## src/rtl/pipe_hazard_ctrl.sv

```systemverilog
// Five-stage pipeline hazard controller: memory-wait stall, redirect flush and
// load-use interlock, all decided combinationally in the cycle they occur.
module pipe_hazard_ctrl #(
  parameter int MEM_TIMEOUT = 255
) (
  input  logic        clock,
  input  logic        reset,
  input  logic [4:0]  IF_ID_rs,
  input  logic [4:0]  IF_ID_rt,
  input  logic        ID_EX_MemRead,
  input  logic [4:0]  ID_EX_Rt,
  input  logic        EX_MEM_MemRead,
  input  logic        EX_MEM_MemWrite,
  input  logic [1:0]  EX_MEM_PCsrc,
  input  logic        mem_ready,
  output logic        PC_write,
  output logic        IF_ID_write,
  output logic        ID_EX_write,
  output logic        EX_MEM_write,
  output logic        MEM_WB_write,
  output logic        IF_ID_reset,
  output logic        ID_EX_reset,
  output logic        EX_MEM_reset,
  output logic        MEM_WB_reset,
  output logic        mem_req,
  output logic        mem_error,
  output logic [15:0] stall_count,
  output logic [15:0] flush_count
);

  typedef enum logic [1:0] {
    RUN      = 2'd0,
    MEM_WAIT = 2'd1,
    FLUSH    = 2'd2
  } state_t;

  localparam logic [7:0] TO_M1 = 8'(MEM_TIMEOUT - 1);

  state_t     state_q, state_d;
  logic [7:0] wait_cnt;
  logic       memstall, redirect, load_use;

  assign mem_req  = EX_MEM_MemRead | EX_MEM_MemWrite;
  assign memstall = mem_req & ~mem_ready;
  assign redirect = ~memstall & (EX_MEM_PCsrc != 2'b00);
  // ID holds a bubble right after a flush, so its register fields are stale
  assign load_use = ~memstall & (EX_MEM_PCsrc == 2'b00) & (state_q != FLUSH) &
                    ID_EX_MemRead & (ID_EX_Rt != 5'd0) &
                    ((ID_EX_Rt == IF_ID_rs) | (ID_EX_Rt == IF_ID_rt));

  always_ff @(posedge clock or posedge reset) begin
    if (reset) state_q <= RUN;
    else       state_q <= state_d;
  end

  always_comb begin
    state_d = RUN;
    case (state_q)
      RUN, MEM_WAIT, FLUSH: begin
        if (memstall)      state_d = MEM_WAIT;
        else if (redirect) state_d = FLUSH;
        else               state_d = RUN;
      end
      default: state_d = RUN;
    endcase
  end

  always_comb begin
    PC_write     = 1'b1;
    IF_ID_write  = 1'b1;
    ID_EX_write  = 1'b1;
    EX_MEM_write = 1'b1;
    MEM_WB_write = 1'b1;
    IF_ID_reset  = 1'b0;
    ID_EX_reset  = 1'b0;
    EX_MEM_reset = 1'b0;
    MEM_WB_reset = 1'b0;
    if (reset) begin
      PC_write     = 1'b0;
      IF_ID_write  = 1'b0;
      ID_EX_write  = 1'b0;
      EX_MEM_write = 1'b0;
      MEM_WB_write = 1'b0;
      IF_ID_reset  = 1'b1;
      ID_EX_reset  = 1'b1;
      EX_MEM_reset = 1'b1;
      MEM_WB_reset = 1'b1;
    end else if (memstall) begin
      PC_write     = 1'b0;
      IF_ID_write  = 1'b0;
      ID_EX_write  = 1'b0;
      EX_MEM_write = 1'b0;
      MEM_WB_write = 1'b0;
      MEM_WB_reset = 1'b1;
    end else if (redirect) begin
      IF_ID_reset  = 1'b1;
      ID_EX_reset  = 1'b1;
      EX_MEM_reset = 1'b1;
    end else if (load_use) begin
      PC_write     = 1'b0;
      IF_ID_write  = 1'b0;
      ID_EX_reset  = 1'b1;
    end
  end

  // Wait counter holds at its top value so a long stall cannot wrap it back
  always_ff @(posedge clock or posedge reset) begin
    if (reset) begin
      wait_cnt  <= 8'd0;
      mem_error <= 1'b0;
    end else if (memstall) begin
      if (wait_cnt != 8'hFF) wait_cnt <= wait_cnt + 8'd1;
      if (wait_cnt >= TO_M1) mem_error <= 1'b1;
    end else begin
      wait_cnt <= 8'd0;
    end
  end

  always_ff @(posedge clock or posedge reset) begin
    if (reset) begin
      stall_count <= 16'd0;
      flush_count <= 16'd0;
    end else begin
      if ((memstall | load_use) && stall_count != 16'hFFFF)
        stall_count <= stall_count + 16'd1;
      if (redirect && flush_count != 16'hFFFF)
        flush_count <= flush_count + 16'd1;
    end
  end

endmodule

```

## config.mk

```make
export PLATFORM = sky130hd
export DESIGN_NAME = pipe_hazard_ctrl
export DESIGN_NICKNAME = d
export VERILOG_FILES = /design/src/rtl/pipe_hazard_ctrl.sv
export SDC_FILE = /design/constraint.sdc
export NUM_CORES = 1
export LEC_CHECK = 0
export BUFFER_PORTS_ARGS = -buffer_cell sky130_fd_sc_hd__buf_2
export CELL_PAD_IN_SITES_DETAIL_PLACEMENT = 0
export CELL_PAD_IN_SITES_GLOBAL_PLACEMENT = 1
export CORE_ASPECT_RATIO = 0.5
export CORE_MARGIN = 2
export CORE_UTILIZATION = 28
export CTS_CLUSTER_SIZE = 40
export DETAILED_ROUTE_END_ITERATION = 8
export PLACE_DENSITY = 0.72
export SLEW_MARGIN = 0
export SYNTH_ARGS = -nofsm -noshare
export SYNTH_HDL_FRONTEND = slang
export SYNTH_SLANG_ARGS = --single-unit
export TNS_END_PERCENT = 1
```

## constraint.sdc

```tcl
create_clock -name clock -period 2.6 [get_ports clock]
set_clock_uncertainty 0.05 [all_clocks]
set_input_delay 0.52 -clock clock [delete_from_list [all_inputs] [get_ports clock]]
set_output_delay 0.52 -clock clock [all_outputs]
set_load 0.1 [all_outputs]
```

Word-level counts from Yosys, hierarchy flattened
Cells that the tools add are included.
W data, S select, Z words.
Cells by class
  eq/ne operators: 9
  reductions and logical operators: 8
  $add $sub $neg: 3
  bitwise logic cells: 12
  magnitude comparators: 1
  multiplexer cells: 20
Operator list (number)
  $add A16 B1 Y16 const B: 2
  $ne A16 B16 Y1 const B: 2
  $mux W8: 2
  $mux W1: 15
  $eq A5 B5 Y1: 2
  $add A8 B1 Y8 const B: 1
  $ge A8 B8 Y1 const B: 1
  $ne A8 B8 Y1 const B: 1
  $and A1 B1 Y1: 7
  $mux W2: 3
  $reduce_bool A5 Y1: 1
  $logic_not A2 Y1: 2
  $or A1 B1 Y1: 3
  $reduce_or A3 Y1: 1
  $eq A2 B1 Y1 const B: 1
  $eq A2 B2 Y1 const B: 1
  $logic_and A1 B1 Y1: 2
  $ne A2 B1 Y1 const B: 1
  $ne A2 B2 Y1 const B: 1
  $not A1 Y1: 2
  $reduce_and A2 Y1: 1
  $reduce_bool A2 Y1: 1
Storage, ports and cells
  logic and storage cells: 58
  register bits after elaboration: 43

Depth between registers and ports, before layout
Gate-level depths: netlist of run 1.
  word-level depth: 12
  gate-level depth with buffers: 7
  gate-level depth less buffers: 7

Worst setup path after synthesis of run 1
OpenSTA, ideal clock, no wires.
  path kind: input port to output port
  start point: in reset
  end point: out PC_write
  required time: 2.030 ns
  data arrival time: 4.518 ns
  buffers on the path: 1
  stages on the path: 4
  setup slack: -2.488 ns
  path through: inv_1 -> nand2_1 -> nor2_1 -> buf_4
Between the ends
  word-level cells in the longest chain between the ends: 1
RTL lines
  start: declaration: RTL line 7  | input logic reset,
  $mux W1
  end: declaration: RTL line 16  | output logic PC_write,
Every way passes these cells.

Worst setup path after layout of run 1
  start point: reg state_q[1]
  end point: out ID_EX_reset
Between the ends
  word-level cells in the longest chain between the ends: 9
RTL lines
  start: declaration: RTL line 39  | state_t state_q, state_d;
  start signal: assignment: RTL line 53  | else state_q <= state_d;
  $ne A2 B2 Y1: RTL line 47  | assign load_use = ~memstall & (EX_MEM_PCsrc == 2'b00) & (state_q != FLUSH) &
  $and A1 B1 Y1 (2 in a row): RTL line 47
  $and A1 B1 Y1 (2 in a row): RTL line 48  | ID_EX_MemRead & (ID_EX_Rt != 5'd0) &
  $mux W1: RTL line 99  | end else if (load_use) begin
  $mux W1: RTL line 95  | end else if (redirect) begin
  $mux W1: RTL line 88  | end else if (memstall) begin
  $mux W1: RTL line 78  | if (reset) begin
  end: declaration: RTL line 22  | output logic ID_EX_reset,
Every way passes these cells.

==> results_dict.tcl, run 1 <==
set metrics [dict create \
    clockBufferDepth 2 \
    syn-cell-area_mm2 0.002270 \
    fmax_mhz 400.5 \
    first_pass_iters 4 \
    rsz0062_at_grt "no" \
    max_stage_delay_ns 0.39 \
    start_util 0.2858 \
    grtUsageTotal 0.1285 \
    drc 0 \
    p_leak_nw 1.390 \
    path_cells "nor2b_1, nor3_1, o211ai_2, nor2_1, a21o_1, buf_12" \
    die_h_um 67.67 \
    synthesis.nets 255 \
    post_cts_buffers 0 \
    maxCapViolCount 0 \
    grt_pass1_wl_um 9066 \
    worst-endpoint-required_ns 2.03 \
    status "finished clean" \
    worstSetupStartpointType "register" \
    port_buffers 65 \
    synth_top_family_by_area "simple AND/OR/NAND/NOR gates" \
    p_clk_frac 0.222 \
    place_congestion 0.8813 \
    clkTransAtPathRegs_ns 0.06 \
    drv_slew 0 \
    antenna_found_initial 0 \
    comb_power_share 0.446 \
    r2r-start "state_q[1]" \
    ys_async_sr_fraction 1.000 \
    yosys_most_used_dff "dfrtp_1" \
    placed_cell_area_mm2 0.002849 \
    path_class "reg -> out" \
    grt_pass1_vias 1944 \
    peakVddDrop_v 0.0004512 \
    power_density_mw_per_mm2 900.4 \
    syn_avg_cell_area_um2 9.955 \
    synth.area.mux_share 0.02977 \
    die-width_um 131.3 \
    hold_viol 0 \
    synth_fa_ha_area_frac 0.02205 \
    min_period_ns 2.497 \
    grt_start_max_net_pins 26 \
    clk_latency_ns 0.28 \
    ys_ff_latch 43 \
    final_net_count 325 \
    max_slew.worst_pin.slew_ns 0.5832 \
    p_switching_w 0.001328 \
    drt_iter0_markers 27 \
    cp_slowest_cell "dfrtp_1" \
    synth_compound_area_frac 0.07001 \
    viasPerCell 4.509 \
    critPathMaxFanout 3 \
    critPathArrivalTime_ns 1.93 \
    die-area_mm2 0.008886 \
    h-tree-depth 2 \
    final-setup-viol-count 0 \
    synth-edff-count 0 \
    final.fill_count 835 \
    vias 1853 \
    cts.hold.buffers_added 0 \
    timing.final.crit_share 0.9605 \
    hold_class "in -> async" \
    numClockSinks 43 \
    drive_above_1_share 0.3110 \
    syn_inst 228 \
    switching_share 0.4939 \
    cts_tree "yes" \
    crit_start "state_q[1]" \
    end_kind "output port" \
    utilization 0.3760 \
    final_area_mm2 0.002987 \
    avgRoutedWirePerCell_um 12.88 \
    ctsResizeCount 0 \
    io_pins 66 \
    power_frac_seq 0.332 \
    cts_made_buffers 5 \
    postRouteAntennaNets 0 \
    slew_headroom 0.6111 \
    area_delta_synth_final_pct 31.59 \
    yosysWarnings 0 \
    rows 23 \
    core-area_mm2 0.007943 \
    wirelength_um 5294 \
    synthXorXnorAreaFrac 0.1466 \
    yosys.area_share.simple 0.2277 \
    seqCellArea_mm2 0.001076 \
    grt.overflow.total 0 \
    multiInputGateArea_mm2 0.001157 \
    clock_tree.root_cell "clkbuf_16" \
    ys_types 39 \
    fin_tns_setup_ns 0 \
    p_int_w 0.001361 \
    ys_seq_area_frac 0.4741 \
    hpwlAfterDp_um 4178 \
    diodes 0 \
]
==> worst max-delay path, delay by kind of cell (launching register included) <==
family                 cells  cell delay (ns)
AO/OA/AOI/OAI              2             0.39
buffers and inverters      1             0.19
flip-flops                 1             0.39
AND/OR/NAND/NOR            3             0.67
==> per-stage QoR <==
stage,setup WS [ns],std cells,power (W),hold slack [ns]
floorplan,-0.4883,228,0.001872,0.3847
global placement,0.1773,403,0.002090,0.3966
detailed placement,0.1420,403,0.002109,0.4096
CTS,0.08754,411,0.002730,0.3711
global route,0.006830,411,0.002824,0.3780
finish,0.1028,411,0.002689,0.3587
==> routing by layer <==
layer,global-route usage,part of all wire,vias up
li1,-,-,927
met1,0.1459,0.45,887
met2,0.2336,0.49,29
met3,0.03829,0.034,10
met4,0.05435,0.019,0
met5,0,0,-
==> cell usage after synthesis, drive strengths merged, types with 3 or more instances <==
master	count	area share
dfrtp	43	0.47
nand2	26	0.043
nor2	25	0.041
xor2	21	0.081
xnor2	17	0.066
nand3	15	0.033
nand4	12	0.033
nor3	9	0.022
and3	6	0.017
buf	6	0.020
mux2	6	0.030
inv	5	0.0083
a31oi	4	0.011
ha	4	0.022
o21ai	4	0.010
nor3b	3	0.0099
==> final timing paths <==
path	end	slack (ns)	cells past startpoint
max	ID_EX_reset	0.10	6
min	state_q[1]	0.36	3
max in group asynchronous	stall_count[12]	1.85	3
min reg2reg	state_q[1]	0.42	1
min in group clock	state_q[1]	0.42	1
max reg2reg	stall_count[15]	0.52	6
==> cells by family after synthesis <==
| group | count (synthesis) |
|---|---|
| flip-flops | 43 |
| AO/OA/AOI/OAI | 20 |
| multiplexers | 6 |
| adder cells (fa/ha/maj) | 4 |
| buffers and inverters | 12 |
| AND/OR/NAND/NOR | 105 |
| XOR/XNOR | 38 |
==> power groups by stage <==
stage	combinational [W]	sequential, W	clock [W]
4_1_cts	0.00121	0.000891	0.000629
5_1_grt	0.00125	0.000910	0.000661
6_report	0.00120	0.000892	0.000598
3_5_place_dp	0.00121	0.000902	0
2_1_floorplan	0.000318	0.00155	0
3_3_place_gp	0.00119	0.000898	0
==> placed cells by master (no fill, tap or decap), types with 2 or more instances in the layout <==
cell type	n
buf_2	59
dfrtp_1	43
a211oi_1	2
nand2_1	24
a21oi_1	2
nor2b_1	2
nor3_1	8
a31oi_1	4
nor2_1	24
and3_1	6
nand3_1	15
o21ai_0	3
buf_4	5
xor2_1	21
clkbuf_1	2
ha_1	4
buf_12	6
xnor2_1	17
nand4_1	12
clkbuf_16	5
mux2_2	6
nor3b_1	3
inv_1	4
==> sequential cells by signal (all words and copies together), names as in the netlist <==
register and count:
flush_count 16, stall_count 16, wait_cnt 8, state_q 2, mem_error 1
==> final cells by class <==
| type | count | share of cell area |
|---|---|---|
| clock buffers | 7 | 0.04441 |
| well taps | 112 | 0.04692 |
| flip-flops and latches | 43 | 0.3603 |
| multi-input cells | 173 | 0.3875 |
| inverters | 5 | 0.007541 |
| clock inverters | 1 | 0.001676 |
| repair buffers | 70 | 0.1517 |
No activity file was read; power rests on OpenSTA's default activity.
==> run 2: changes to the inputs <==
- CORE_UTILIZATION: 28 -> 39
- PLACE_DENSITY: 0.72 -> 0.92
==> run 2 against run 1 <==
Die area fell by 27%; worst setup slack gained 0.041 ns; sequential share of layout area up 0.75 points; routed wire length shrank 5.3%; cell area decreased by 2.1%; first-iteration DRC count increased to 3.9 times the previous value; register-to-register slack barely moved; power down 0.19%; cell count decreased by 10%; fmax grew 1.7%; core utilization rose by 15 points; clock-buffer cell count decreased by 2; largest power group unchanged.
==> results_dict.tcl, run 2 (synthesis gave the netlist of run 1 again) <==
set metrics [dict create \
    multiInputGateArea_mm2 0.001157 \
    die-area_mm2 0.006483 \
    grt.overflow.total 0 \
    timing.final.crit_share 0.9446 \
    power_w 0.002684 \
    min_period_ns 2.456 \
    port_buffers 65 \
    cts_made_buffers 5 \
    path_class "in -> out" \
    cts_tree "yes" \
    io_pins 66 \
    final.fill_count 508 \
    h-tree-depth 2 \
    clk_latency_ns 0.28 \
    critPathMaxFanout 3 \
    rows 19 \
    avgRoutedWirePerCell_um 13.54 \
    utilization 0.5281 \
    hold_class "in -> async" \
    final-setup-viol-count 0 \
    drt_iter0_markers 105 \
    grt_pass1_vias 1923 \
    clockBufferDepth 2 \
    hpwlAfterDp_um 3861 \
    max_slew.worst_pin.slew_ns 0.5860 \
    wirelength_um 5011 \
    rrSetupSlack_ns 0.51 \
    r2r_cells 6 \
    clock_tree.root_cell "clkbuf_16" \
    diodes 0 \
    reg2reg_to "stall_count[15]" \
    final_cell_mix "buf_2, dfrtp_1, nor2_1, nand2_1, xor2_1" \
    grtUsageTotal 0.1662 \
    die_h_um 57.95 \
    first_pass_iters 4 \
    drc 0 \
    r2r-start "state_q[1]" \
    rsz0062_at_grt "no" \
    viasPerCell 5.084 \
    core-area_mm2 0.005539 \
    met3_usage 0.04916 \
    vias 1881 \
    postRouteAntennaNets 0 \
    fmax_mhz 407.2 \
    area_delta_synth_final_pct 28.89 \
    peakVddDrop_v 0.0006579 \
    worstSetupStartpointType "primary input" \
    place_congestion 0.8672 \
    p_leak_nw 1.386 \
    ctsResizeCount 0 \
    busiest_layer "met2" \
    status "finished clean" \
    top_regs "flush_count: 16 flops, stall_count: 16 flops, wait_cnt: 8 flops" \
    met1_usage 0.1972 \
    maxCapViolCount 0 \
    die-width_um 111.9 \
    cts.hold.buffers_added 0 \
    drv_slew 0 \
    post_cts_buffers 0 \
    antenna_found_initial 0 \
    worst-endpoint-required_ns 2.03 \
    seqCellArea_mm2 0.001076 \
    gr-usage-met2 0.3030 \
    grt_pass1_wl_um 8611 \
    layout_commonest_cell "buf_2" \
    numClockSinks 43 \
    drive_above_1_share 0.3131 \
    critPathArrivalTime_ns 1.89 \
    hold_viol 0 \
    slew_headroom 0.6093 \
    start_util 0.4098 \
    grt_start_max_net_pins 36 \
    power_density_mw_per_mm2 917.5 \
    clkTransAtPathRegs_ns 0.06 \
    final_net_count 323 \
    end_kind "output port" \
]
## run 2: cell types whose count changed in the layout (fill, tap and decap cells not counted), sizes merged
| cell | previous run | this run |
|---|---|---|
| buf | 70 | 68 |
| clkinv | 1 | 3 |
| clkbuf | 7 | 5 |
## run 2: worst max-delay path, stage by stage
cell	delay, ns
buf_2	0.12
or4_1	0.54
o211ai_2	0.19
nor2_1	0.13
nor2_4	0.19
buf_12	0.19
## run 2: worst max-delay path by stage
| stage | slack, ns | to | depth (start not counted) | from |
|---|---|---|---|---|
| floorplan | -0.49 | ID_EX_write | 4 | reset |
| global placement | 0.18 | IF_ID_write | 6 | ID_EX_Rt[1] |
| detailed placement | 0.14 | IF_ID_write | 6 | ID_EX_Rt[1] |
| CTS | 0.13 | IF_ID_write | 6 | ID_EX_Rt[1] |
| global route | 0.06 | ID_EX_reset | 6 | state_q[1] |
| finish | 0.14 | IF_ID_write | 6 | ID_EX_Rt[1] |
## run 2: per-layer routing
layer | wire length (µm) | vias up
li1 | - | 927
met1 | 2245 | 914
met2 | 2524 | 33
met3 | 195 | 7
met4 | 46 | 0
met5 | 0 | -
## run 2: through the flow
step / setup slack, ns / area (µm²) / hold WS [ns] / cells / setup TNS [ns]
floorplan: -0.4883 / 2305 / 0.3847 / 228 / -1.808
global placement: 0.1751 / 2785 / 0.3997 / 362 / 0
detailed placement: 0.1384 / 2785 / 0.4109 / 362 / 0
CTS: 0.1344 / 2925 / 0.1694 / 370 / 0
global route: 0.06321 / 2925 / 0.1773 / 370 / 0
finish: 0.1440 / 2925 / 0.1658 / 370 / 0
## run 2: layout make-up
cell class | count | area share
inverter | 5 | 0.007699
timing repair buffer | 68 | 0.1497
clock inverter | 3 | 0.005133
clock buffer | 5 | 0.04277
tap | 73 | 0.03122
sequential | 43 | 0.3678
multi-input combinational | 173 | 0.3956
## run 2: report_power, final
| part | internal, W | switching, W | total, W | leakage, nW |
|---|---|---|---|---|
| Sequential | 0.000769 | 0.000125 | 0.000894 | 0.571 |
| Combinational | 0.000234 | 0.000958 | 0.00119 | 0.742 |
| Clock | 0.000350 | 0.000248 | 0.000598 | 0.0733 |
